**src/rtl/joy_serial_multi.sv**
```systemverilog
// joy_serial_multi: scans a daisy-chained parallel-in/serial-out joystick chain.
// Drives joy_load/joy_clk at CLK_DIV-cycle ticks, samples joy_data through a
// two-flop synchroniser and publishes a frame-coherent PLAYERS*BITS button
// vector (pressed = 1, player p at [p*BITS +: BITS], bit 0 shifted first).
// Optional build macro: JOY_DEBOUNCE_EN -- a player's slice only updates when
// two consecutive raw frames agree for that player.

`ifdef JOY_DEBOUNCE_EN
// Per-player debounce: accept the new raw slice only if it repeats the last one.
module joy_db_slice #(
    parameter int BITS = 12
) (
    input  logic [BITS-1:0] raw_new,
    input  logic [BITS-1:0] raw_prev,
    input  logic [BITS-1:0] held,
    output logic [BITS-1:0] next
);
    assign next = (raw_new == raw_prev) ? raw_new : held;
endmodule
`endif

module joy_serial_multi #(
    parameter int PLAYERS    = 2,
    parameter int BITS       = 12,
    parameter int CLK_DIV    = 4,
    parameter int GAP_TICKS  = 8,
    parameter bit ACTIVE_LOW = 1'b1
) (
    input  logic                    clk,
    input  logic                    reset,
    input  logic                    en,
    input  logic                    joy_data,
    output logic                    joy_load,
    output logic                    joy_clk,
    output logic [PLAYERS*BITS-1:0] joystick,
    output logic                    frame_done,
    output logic                    valid
);
    localparam int TOTAL = PLAYERS * BITS;
    localparam int DIV_W = (CLK_DIV > 1) ? $clog2(CLK_DIV) : 1;
    localparam int IDX_W = (TOTAL > 1) ? $clog2(TOTAL) : 1;
    localparam int GAP_W = (GAP_TICKS > 0) ? $clog2(GAP_TICKS + 1) : 1;

    localparam logic [DIV_W-1:0] DIV_END  = DIV_W'(CLK_DIV - 1);
    localparam logic [IDX_W-1:0] LAST_IDX = IDX_W'(TOTAL - 1);
    localparam logic [GAP_W-1:0] GAP_END  = GAP_W'(GAP_TICKS);

    typedef enum logic [1:0] {
        IDLE,
        LOAD,
        SHIFT,
        GAP
    } state_t;

    state_t           state;
    logic [DIV_W-1:0] div;
    logic             tick;
    logic             data_s1;
    logic             data_s2;
    logic             sample_bit;
    logic [IDX_W-1:0] idx;
    logic             phase;
    logic [GAP_W-1:0] gap_cnt;
    logic [TOTAL-1:0] shift_q;
    logic [TOTAL-1:0] joy_next;
    logic             capture;

    assign tick       = (div == DIV_END);
    assign sample_bit = data_s2 ^ ACTIVE_LOW;
    // Last phase-1 tick of the frame: shift_q already holds bit TOTAL-1.
    assign capture    = tick && (state == SHIFT) && phase && (idx == LAST_IDX);

    // Tick divider: one-cycle strobe every CLK_DIV clocks, phase-locked to reset.
    always_ff @(posedge clk) begin
        if (reset) begin
            div <= '0;
        end else if (tick) begin
            div <= '0;
        end else begin
            div <= div + 1'b1;
        end
    end

    // Two-flop synchroniser for the asynchronous chain data line.
    always_ff @(posedge clk) begin
        if (reset) begin
            data_s1 <= 1'b0;
            data_s2 <= 1'b0;
        end else begin
            data_s1 <= joy_data;
            data_s2 <= data_s1;
        end
    end

`ifdef JOY_DEBOUNCE_EN
    logic [TOTAL-1:0] raw_prev;

    for (genvar p = 0; p < PLAYERS; p++) begin : g_db
        joy_db_slice #(
            .BITS(BITS)
        ) u_db (
            .raw_new (shift_q[p*BITS +: BITS]),
            .raw_prev(raw_prev[p*BITS +: BITS]),
            .held    (joystick[p*BITS +: BITS]),
            .next    (joy_next[p*BITS +: BITS])
        );
    end

    // Previous raw frame, refreshed on every capture regardless of debounce outcome.
    always_ff @(posedge clk) begin
        if (reset) begin
            raw_prev <= '0;
        end else if (capture) begin
            raw_prev <= shift_q;
        end
    end
`else
    assign joy_next = shift_q;
`endif

    // Scan sequencer: load pulse, TOTAL clock pulses, capture, then idle gap.
    always_ff @(posedge clk) begin
        if (reset) begin
            state      <= IDLE;
            joy_load   <= 1'b1;
            joy_clk    <= 1'b0;
            joystick   <= '0;
            frame_done <= 1'b0;
            valid      <= 1'b0;
            idx        <= '0;
            phase      <= 1'b0;
            gap_cnt    <= '0;
            shift_q    <= '0;
        end else begin
            frame_done <= 1'b0;
            if (tick) begin
                unique case (state)
                    IDLE: begin
                        if (en) begin
                            state    <= LOAD;
                            joy_load <= 1'b0;
                        end else begin
                            joy_load <= 1'b1;
                            joy_clk  <= 1'b0;
                        end
                    end
                    LOAD: begin
                        joy_load <= 1'b1;
                        state    <= SHIFT;
                        idx      <= '0;
                        phase    <= 1'b0;
                    end
                    SHIFT: begin
                        if (!phase) begin
                            for (int b = 0; b < TOTAL; b++) begin
                                if (idx == IDX_W'(b)) begin
                                    shift_q[b] <= sample_bit;
                                end
                            end
                            joy_clk <= 1'b1;
                            phase   <= 1'b1;
                        end else begin
                            joy_clk <= 1'b0;
                            if (idx != LAST_IDX) begin
                                idx   <= idx + 1'b1;
                                phase <= 1'b0;
                            end else begin
                                joystick   <= joy_next;
                                frame_done <= 1'b1;
                                valid      <= 1'b1;
                                state      <= GAP;
                                gap_cnt    <= '0;
                            end
                        end
                    end
                    GAP: begin
                        if (gap_cnt == GAP_END) begin
                            // Same decision as IDLE, taken on this tick.
                            if (en) begin
                                state    <= LOAD;
                                joy_load <= 1'b0;
                            end else begin
                                state    <= IDLE;
                                joy_load <= 1'b1;
                                joy_clk  <= 1'b0;
                            end
                        end else begin
                            gap_cnt <= gap_cnt + 1'b1;
                        end
                    end
                    default: state <= IDLE;
                endcase
            end
        end
    end
endmodule
```
**config.mk**
```make
export PLATFORM = sky130hd
export DESIGN_NAME = joy_serial_multi
export DESIGN_NICKNAME = d
export VERILOG_FILES = /design/src/rtl/joy_serial_multi.sv
export SDC_FILE = /design/constraint.sdc
export NUM_CORES = 1
export LEC_CHECK = 0
export ABC_AREA = 0
export CELL_PAD_IN_SITES_DETAIL_PLACEMENT = 1
export CELL_PAD_IN_SITES_GLOBAL_PLACEMENT = 1
export CORE_MARGIN = 2
export CORE_UTILIZATION = 40
export DETAILED_ROUTE_END_ITERATION = 10
export PLACE_DENSITY_LB_ADDON = 0.08
export SLEW_MARGIN = 30
export SYNTH_ARGS = -nofsm -noshare
export SYNTH_HDL_FRONTEND = slang
export SYNTH_HIERARCHICAL = 1
export SYNTH_SLANG_ARGS = --single-unit
export TNS_END_PERCENT = 30
```
**constraint.sdc**
```tcl
create_clock -name clk -period 3.7 [get_ports clk]
set_input_delay 0.74 -clock clk [delete_from_list [all_inputs] [get_ports clk]]
set_output_delay 0.74 -clock clk [all_outputs]
set_load 0.01 [all_outputs]
```
After elaboration in Yosys (flattened, before gate mapping):

Index checks and enable logic that the tools add are counted.

* register bits after elaboration: 68
* word-level logic and storage cells: 141
* output and inout bits: 28

* muxes and demuxes: 23
* reductions and logical operators: 39
* bitwise logic cells: 5
* add/sub/neg operators: 3
* equal/unequal tests: 35

Operator list (number)
* $reduce_and A4 Y1: 26
* $eq A5 B4 Y1 const B: 8
* $eq A5 B5 Y1 const B: 8
* $eq A5 B3 Y1 const B: 4
* $mux W4: 3
* $eq A5 B2 Y1 const B: 2
* $mux W5: 2
* $ne A2 B2 Y1 const B: 5
* $pmux W5 S2: 1
* $reduce_and A5 Y1: 2
* $mux W1: 8
* $mux W2: 4
* $pmux W2 S4: 1
* $pmux W4 S2: 1
* $eq A2 B2 Y1 const B: 3
* $pmux W1 S3: 2
* $reduce_and A3 Y1: 2
* $reduce_bool A3 Y1: 2
* $add A5 B1 Y5 const B: 1
* $eq A5 B1 Y1 const B: 1
* $logic_not A5 Y1: 1
* $ne A5 B5 Y1 const B: 1
* $not A1 Y1: 5
* $add A4 B1 Y4 const B: 1
* 10 further kinds: 11

Depth between registers and ports, before layout:

* word-level depth: 4
* depth in mapped cells: 9

Worst setup path after synthesis:

OpenSTA, ideal clock, no wires.

* kind: reg2reg
* start: reg state[0]
* end: reg shift_q[16] (netlist: joy_next[16])
* slack: 1.895 ns
* cell stages (with the launch flop): 8
* path buffers: 1
* clock period less this slack: 1.805 ns
* arrival: 1.714 ns
* setup time: 0.091 ns
* cells stage by stage: dfxtp_1 -> inv_1 -> ha_1 -> buf_2 -> nand4b_1 -> nor3_1 -> a21oi_1 -> a311oi_1

* cells in the longest elaborated chain, start to end: 2

RTL lines
* start: declaration: line 55 `state_t state;`
* start signal: assignment: line 124 `state <= IDLE;`
* start signal: assignment: line 140 `state <= LOAD;`
* start signal: assignment: line 149 `state <= SHIFT;`
* $eq A2 B2 Y1: line 137 `unique case (state)`
* $reduce_and A4 Y1 (no line)
* end signal: indexed assignment: line 157 `shift_q[b] <= sample_bit;`
* end: declaration: line 64 `logic [TOTAL-1:0] shift_q;`

No other way between the ends.
A chain may end at the register's enable or synchronous reset.

Worst setup path in the final report:

* start: reg idx[0]
* end: reg joystick[13]

* cells in the longest elaborated chain, start to end: 3

RTL lines
* start: declaration: line 61 `logic [IDX_W-1:0] idx;`
* start signal: assignment: line 165 `idx <= idx + 1'b1;`
* $ne A5 B5 Y1: line 164 `if (idx != LAST_IDX) begin`
* $not A1 Y1 (no line)
* $reduce_and A4 Y1 (no line)
* end signal: assignment: line 168 `joystick <= joy_next;`
* end: declaration: line 35 `output logic [PLAYERS*BITS-1:0] joystick,`

No other way between the ends.

==> reports/qor.yml <==
timing:
  timing.final.crit_period_ps: 2460
  grt_setup_unrepaired: "no"
  finalHoldViolations: 0
  tns_ps: 0
  setup_viol: 0
  relSlewSlack: 0.416
  finalClockSkew_ps: 10.2
  post-route-period-util: 0.666
  holdWs_ps: 436
  max_freq_mhz: 406
  tightest_slew_ps: 870
  drv_slew: 0
route:
  viasPerCell: 5.45
  dr.pass1.iters: 4
  routedWlPerCell_um: 15.3
  drtAntennaViolNets: 0
  wl_um: 6770
  vias: 2415
  drc: 0
  drtIter0Drc: 110
power_and_ir_drop:
  pwr-share-clk: 0.438
  p_leak_nw: 1.12
  ir_drop_uv: 188
  total_power_w: 0.00138
  p_sw_w: 0.000323
  p_int_w: 0.00106
  share_seq_of_total_power: 0.536
  pwr-share-comb: 0.026
  swShare: 0.233
  power.density_nw_per_um2: 407
cells_and_area:
  fillers: 830
  syn2layout_area_growth_pct: 19.1
  multi_input_area_um2: 1360
  drive_above_1_share: 0.0720
  nNetsFinal: 360
  antennaDiodeCount: 0
  final_cell_area_um2: 3390
  ff_latch_area_um2: 1360
floorplan:
  pin_count: 32
  chipWidth_um: 88.4
  dieHeight_um: 88.4
  rows: 30
  fp.dieArea_um2: 7820
  core_area_um2: 6830
  start_util: 0.417
synth:
  synth_top_area_cell: "dfxtp_1"
  postSynth.asyncResetShare: 0
  yosys_warnings: 6
  synth_common_cells: "dfxtp_1 (68), nand2_1 (57), a21oi_1 (52), a311oi_1 (23), clkbuf_1 (18)"
  synth-main-ff-cell: "dfxtp_1"
  synth_most_common_cell: "dfxtp_1"
  syn-num-nets: 338
  syn-instance-count: 320
  synth_top_area_frac: 0.478
  synth-seq-area-share: 0.478
  syn_avg_cell_area_um2: 8.91
  ys_ff_latch: 68
  synth_edf_count: 0
  syn_area_um2: 2850
  yosys-top-cells-area: "dfxtp_1 (48%), a21oi_1 (9.1%), nand2_1 (7.5%), a311oi_1 (7.1%), ha_1 (6.1%)"
  ys_types: 42
critical_path:
  reg2reg_to: "joystick[13]"
  worstRegToRegCells: 6
  start_kind: "register"
  r2r_start: "idx[0]"
  required_ps: 3970
  path_class: "register to register"
  crit_start: "idx[0]"
  critPathMaxFanout: 14
  ff2ff_setup_slack_ps: 1240
  crit_path_end_kind: "register"
  arrival_ps: 2730
  endpoint: "joystick[13]"
global_routing:
  grt_pass1_vias: 2343
  grt_max_degree: 37
  grt_pass1_wl_um: 11500
  grtUsageTotal: 0.190
  grt_overflow_total: 0
  antenna_found_initial: 0
clocking:
  numCtsBuffers: 9
  clk_latency_ps: 340
  clk_path_buf_depth: 2
  htreeDepth: 3
  root_buffer: "clkbuf_8"
  clkTransAtPathRegs_ps: 80
  cts_tree: "done"
  clock-sinks: 68
  postCtsSetupRepairBufs: 0
  cts_resized: 0
  ctsHoldBuffers: 0
flow_run:
  drv_cap: 0
placement:
  finalWeightedCongestion: 0.773
  port_buffers: 31
  hpwl_um: 4390
  place_area_um2: 3200
min_path:
  hold_path.class: "register to register"
outcome:
  status: "finished, final reports clean"
==> power groups by stage <==
stage                     Clock, W  Combinational (W)  Sequential [W]
after detailed placement         0          0.0000364        0.000758
after global routing      0.000652          0.0000411        0.000742
after CTS                 0.000622          0.0000366        0.000741
final                     0.000605          0.0000357        0.000741
after global placement           0          0.0000355        0.000758
after floorplan                  0          0.0000268        0.000755
==> layer usage <==
layer / global-route usage / vias to the layer above / part of all wire
li1: - / 1195 / -
met1: 0.254 / 1171 / 0.50
met2: 0.304 / 38 / 0.46
met3: 0.0326 / 11 / 0.023
met4: 0.0799 / 0 / 0.017
met5: 0 / - / 0
==> layout make-up <==
type                            instances  area share
Sequential cell                        68       0.401
Multi-Input combinational cell        219       0.401
Timing Repair Buffer                   33      0.0944
Clock buffer                           10      0.0376
Tap cell                               96      0.0354
Clock inverter                          6      0.0188
Inverter                               11      0.0122
==> sequential cells by signal, summed over array words and instances, names as in the netlist <==
register,count
div,2
gap_cnt,4
phase,1
joystick,24
data_s1,1
joy_load,1
state,2
idx,5
valid,1
joy_next,24
data_s2,1
joy_clk,1
frame_done,1
==> through the flow <==
stage	util	worst slack (ps)	instances
finish	0.497	1240	443
global route	0.497	885	443
CTS	0.497	1210	443
detailed placement	0.469	1230	427
global placement	0.468	1300	427
floorplan	-	1890	320
==> cell families (layout without fill, tap and decap cells) <==
family,Yosys count,count (layout),synth area share
XOR/XNOR,1,1,0.00307
AND/OR/NAND/NOR,106,106,0.187
flip-flops,68,68,0.478
multiplexers,1,1,0.00351
AO/OA/AOI/OAI,97,97,0.222
buffers and inverters,33,60,0.0461
adder cells (fa/ha/maj),14,14,0.0615
==> worst max-delay path: stages (launching register included) <==
cell      delay [ps]
dfxtp_1          430
ha_1             480
nand4b_4         240
nor3_2           690
buf_4            340
nand2_1           80
a21oi_1          130
==> worst min-delay path by stage <==
| stage | start | endpoint | cells past startpoint |
|---|---|---|---|
| floorplan | div[0] | div[0] | 1 |
| global placement | data_s1 | data_s2 | 1 |
| detailed placement | div[0] | div[0] | 1 |
| CTS | div[0] | div[0] | 1 |
| global route | div[0] | div[0] | 1 |
| finish | div[0] | div[0] | 1 |
==> layout by cell type (no fill, tap or decap), types with 2 or more instances in the layout <==
| master | Yosys | final |
|---|---|---|
| dfxtp_1 | 68 | 68 |
| nand2_1 | 57 | 57 |
| a21oi_1 | 52 | 52 |
| clkdlybuf4s50_1 | 0 | 30 |
| a311oi_1 | 23 | 23 |
| ha_1 | 14 | 14 |
| nor2_1 | 13 | 13 |
| inv_1 | 11 | 11 |
| clkbuf_8 | 0 | 9 |
| nor3_1 | 6 | 6 |
| o21ai_0 | 6 | 6 |
| nor2b_1 | 4 | 4 |
| nand3_1 | 4 | 4 |
| nand4b_1 | 4 | 4 |
| nor3_2 | 2 | 2 |
| and3_1 | 2 | 2 |
| and3b_1 | 2 | 2 |
| a211oi_1 | 2 | 2 |
| or3_1 | 2 | 2 |
| o211ai_1 | 2 | 2 |
| o311ai_0 | 2 | 2 |
| o41ai_1 | 2 | 2 |
| clkinvlp_4 | 0 | 2 |
| clkinv_2 | 0 | 2 |
| buf_4 | 1 | 2 |
(Power assumes the default switching activity.)
